==> config.mk <==
export PLATFORM = sky130hd
export DESIGN_NAME = sar_search
export DESIGN_NICKNAME = d
export VERILOG_FILES = /design/src/rtl/sar_search.sv
export SDC_FILE = /design/constraint.sdc
export NUM_CORES = 1
export LEC_CHECK = 0
export ABC_AREA = 0
export BUFFER_PORTS_ARGS = -buffer_cell sky130_fd_sc_hd__buf_2
export CAP_MARGIN = 20
export CORE_MARGIN = 2
export CORE_UTILIZATION = 40
export DETAILED_ROUTE_END_ITERATION = 12
export PLACE_DENSITY = 0.69
export RECOVER_POWER = 50
export SYNTH_ARGS = -nofsm -noshare
export SYNTH_HDL_FRONTEND = slang
export SYNTH_SLANG_ARGS = --single-unit
==> constraint.sdc <==
create_clock -name clk -period 2.6 [get_ports clk]
set_input_delay 0.39 -clock clk [delete_from_list [all_inputs] [get_ports clk]]
set_output_delay 0.39 -clock clk [all_outputs]
set_load 0.01 [all_outputs]
==> src/rtl/sar_search.sv <==
// sar_search: successive-approximation search over an external comparator.
// Drives a registered trial value, resolves one bit per TEST cycle from
// the comparator's gt/lt/eq code, and pulses done with the result.
// Optional build macro: SAR_ERRCHK_EN (flag non-one-hot comparator codes).
module sar_search #(
    parameter int WIDTH = 4
) (
    input  logic             clk,
    input  logic             rst_n,
    input  logic             start,
    input  logic             gt,
    input  logic             lt,
    input  logic             eq,
    output logic [WIDTH-1:0] trial,
    output logic             busy,
    output logic             done,
    output logic [WIDTH-1:0] result,
    output logic             found,
    output logic             err
);
    localparam int IW = (WIDTH > 1) ? $clog2(WIDTH) : 1;

    typedef enum logic [1:0] {IDLE, TEST, DONE} state_t;

    state_t           state, state_nxt;
    logic [IW-1:0]    idx, idx_nxt;
    logic [WIDTH-1:0] trial_nxt, result_nxt, upd, step;
    logic             found_nxt, err_q, err_nxt, bad_code;

`ifdef SAR_ERRCHK_EN
    // Valid comparator codes are exactly one-hot over {gt, lt, eq}
    assign bad_code = !((gt ^ lt ^ eq) && !(gt && lt && eq));
`else
    // No checking: overlapping codes resolve by priority eq > lt > gt
    assign bad_code = 1'b0;
`endif

    assign busy = (state == TEST);
    assign done = (state == DONE);
    assign err  = err_q;

    // State register
    always_ff @(posedge clk or negedge rst_n) begin
        if (!rst_n) state <= IDLE;
        else        state <= state_nxt;
    end

    // Next-state and datapath update; result/found/err only move on DONE entry
    always_comb begin
        state_nxt  = state;
        idx_nxt    = idx;
        trial_nxt  = trial;
        result_nxt = result;
        found_nxt  = found;
        err_nxt    = err_q;
        // Resolve the bit under test: lt clears it, gt (or no code) keeps it
        upd        = trial;
        if (lt && !eq) upd[idx] = 1'b0;
        step       = upd;
        case (state)
            IDLE: begin
                if (start) begin
                    trial_nxt = {1'b1, {(WIDTH-1){1'b0}}};
                    idx_nxt   = IW'(WIDTH - 1);
                    state_nxt = TEST;
                end
            end
            TEST: begin
                if (bad_code) begin
                    err_nxt    = 1'b1;
                    result_nxt = trial;
                    found_nxt  = 1'b0;
                    state_nxt  = DONE;
                end else if (eq) begin
                    err_nxt    = 1'b0;
                    result_nxt = trial;
                    found_nxt  = 1'b1;
                    state_nxt  = DONE;
                end else if (idx == '0) begin
                    err_nxt    = 1'b0;
                    trial_nxt  = upd;
                    result_nxt = upd;
                    found_nxt  = 1'b0;
                    state_nxt  = DONE;
                end else begin
                    step[idx - 1'b1] = 1'b1;
                    trial_nxt        = step;
                    idx_nxt          = idx - 1'b1;
                end
            end
            DONE:    state_nxt = IDLE;
            default: state_nxt = IDLE;
        endcase
    end

    // Datapath registers
    always_ff @(posedge clk or negedge rst_n) begin
        if (!rst_n) begin
            trial  <= '0;
            idx    <= IW'(WIDTH - 1);
            result <= '0;
            found  <= 1'b0;
            err_q  <= 1'b0;
        end else begin
            trial  <= trial_nxt;
            idx    <= idx_nxt;
            result <= result_nxt;
            found  <= found_nxt;
            err_q  <= err_nxt;
        end
    end
endmodule

==> results.ini <==
[timing]
relSlewSlack = 0.543
fmax_mhz = 497
drv_slew = 0
tns_ns = 0
period_share = 0.774
finalSetupViolations = 0
period_needed_ns = 2.01
hold_viol = 0
fin_skew_ns = 0.00292
rsz0062_at_grt = false
tightest_slew_ns = 0.685

[layout]
drive_above_1_share = 0.184
fillers = 171
num-nets-final = 98
antenna-diode-count = 0
syn2layout_area_growth_pct = 16.0
stdcell_count = 104

[routing]
ant_nets = 0
detail_route.wirelength_um = 1290
drc = 0
via_count = 545
drt_iter0_drc = 7
firstDrtPassIters = 4
viasPerCell = 5.24
wl_per_cell_um = 12.4

[floorplan]
coreArea_mm2 = 0.00169
dieArea_mm2 = 0.00211
rows = 15
initial_core_util = 0.417
die_y_um = 46.0
chipWidth_um = 46.0
io_pins = 18

[grt]
grtUsageMet1 = 0.181
antenna_found_initial = 0
use_met3 = 0.0714
grt_pass1_wl_um = 1970
grt_max_degree = 14
grt_pass1_vias = 436
track_usage = 0.141
busiest_layer = met2
grt_overflow_total = 0
gr-usage-met2 = 0.200

[power_and_ir_drop]
leakagePower_uw = 0.000393
powerDensity_mw_per_mm2 = 1130
peakVddDrop_v = 0.000551
total_power_uw = 927

[worst_setup_path]
worstSetupEndpointType = flop
critPathArrivalTime_ns = 2.21
cp_max_fo = 8
critPathBufInv = 1
slowest_delay_ns = 0.58
path_delay_family = flip-flops
cp.required_ns = 2.80
crit_type = reg -> reg
critPathLaunchType = flop
crit_chain = inv_1 > ha_1 > or3b_1 > a21oi_2 > mux2_1
slowest_stage = dfstp_2

[synth]
syn_avg_cell_area_um2 = 10.2
ys.flop_type = dfrtp_1
synthMostInstantiatedCell = dfrtp_1
synth_top_area_frac = 0.391
synth_edf_count = 0
ys_seq_elements = 13
synthXorXnorAreaFrac = 0
ys_top_cells_by_area = dfrtp_1 39%, dfstp_2 7.5%, ha_1 7.1%
synth_top_family_by_area = compound AO/OA/AOI/OAI gates
syn_area_um2 = 704
synth-compound-area-share = 0.179
synth-simple-area-share = 0.139
ys_seq_area_frac = 0.465
postSynthCellCount = 69
syn_nets = 79
muxShareOfSynthArea = 0.0746
synthTopCellsByCount = 11 x dfrtp_1, 9 x inv_1, 5 x a21oi_1, 5 x nand2_1, 4 x ha_1
ys_types = 29
yosysTopAreaCell = dfrtp_1
synthAdderAreaFrac = 0.0710
yosysWarningCount = 0
async_flop_share = 1.00

[clock_network]
cts_root_buf = clkbuf_4
cts_buffer_depth = 2
clock_sinks = 13
clkTransAtPathRegs_ns = 0.07
clock_latency_ns = 0.27
htreeDepth = 1
numCtsBuffers = 3
cts_tree = built

[place]
port-buffer-count = 15
gp_congestion = 0.737
hpwl_um = 972
dp_cells = 99

[hold_path]
holdCritPathClass = in -> reg

[outcome]
outcome = finished, final reports clean

[run]
max_cap_viol_count = 0

[worst reg2reg max path, cell delays in order, from the launching register on]
cell and delay [ns]:
dfstp_2 0.58, inv_1 0.10, ha_1 0.30, or3b_1 0.41, a21oi_2 0.21, mux2_1 0.34
[through the flow]
stage | utilization | instance area (um^2) | worst slack [ns] | hold slack, ns
finish | 0.484 | 817 | 0.587 | 0.425
global route | 0.484 | 817 | 0.504 | 0.430
CTS | 0.488 | 825 | 0.578 | 0.420
detailed placement | 0.467 | 788 | 0.591 | 0.291
global placement | 0.467 | 788 | 0.612 | 0.288
floorplan | - | 704 | 0.729 | 0.0944
[what timing repair did]
item / CTS / global route
hold endpoints to repair: 11 / 0
gates resized for setup: 0 / 0
buffers inserted: 0 / 0
hold buffers: 1 / 0
[per-layer routing]
layer / part of all wire / vias up
li1: - / 272
met1: 0.47 / 255
met2: 0.46 / 16
met3: 0.058 / 2
met4: 0.0093 / 0
met5: 0 / -
[sequential cells by signal (all words and copies together) (netlist names)]
name / cells
result: 4
state: 2
idx: 2
found: 1
trial: 4
[cells by family (layout without fill, tap and decap cells)]
kind of cell,after synthesis,after routing
AOI/OAI and AO/OA,19,19
DFF,13,13
adders and majority gates,4,4
and+or+nand+nor,16,16
other,1,1
muxes,5,5
buffers and inverters,11,29
[placed cells by master, fill, tap and decap left out, drive strengths merged, types with 2 or more instances in the layout]
| master | n |
|---|---|
| o21a | 2 |
| dfstp | 2 |
| dfrtp | 11 |
| mux2i | 3 |
| ha | 4 |
| o21ai | 3 |
| a21oi | 6 |
| a22oi | 2 |
| or3b | 2 |
| nand3b | 3 |
| nor2 | 2 |
| mux2 | 2 |
| nand2 | 5 |
| inv | 9 |
| buf | 9 |
| clkbuf | 10 |
[cell type report]
class / instances / area, um^2 / share of cell area
Clock buffer: 4 / 26.3 / 0.0322
Inverter: 9 / 33.8 / 0.0413
Multi-Input combinational cell: 45 / 330 / 0.404
Sequential cell: 13 / 328 / 0.401
Tap cell: 17 / 21.3 / 0.0260
Timing Repair Buffer: 16 / 77.6 / 0.0949
[worst paths after layout]
path	slack (ns)	end	start	cells past startpoint
max	0.59	idx[1]$_DFFE_PN1P_	idx[0]$_DFFE_PN1P_	5
min	0.43	trial[3]$_DFFE_PN0P_	start	3
max reg2reg	0.59	idx[1]$_DFFE_PN1P_	idx[0]$_DFFE_PN1P_	5
min reg2reg	0.49	result[2]$_DFFE_PN0P_	result[2]$_DFFE_PN0P_	1
max in group asynchronous	1.49	trial[3]$_DFFE_PN0P_	rst_n	2
min in group asynchronous	0.67	trial[1]$_DFFE_PN0P_	rst_n	2
[power breakdown]
group | switching (uW) | internal, uW
Combinational | 229 | 188
Clock | 61.6 | 59.5
Sequential | 83.5 | 305
Power figures use the tool's default switching activity.
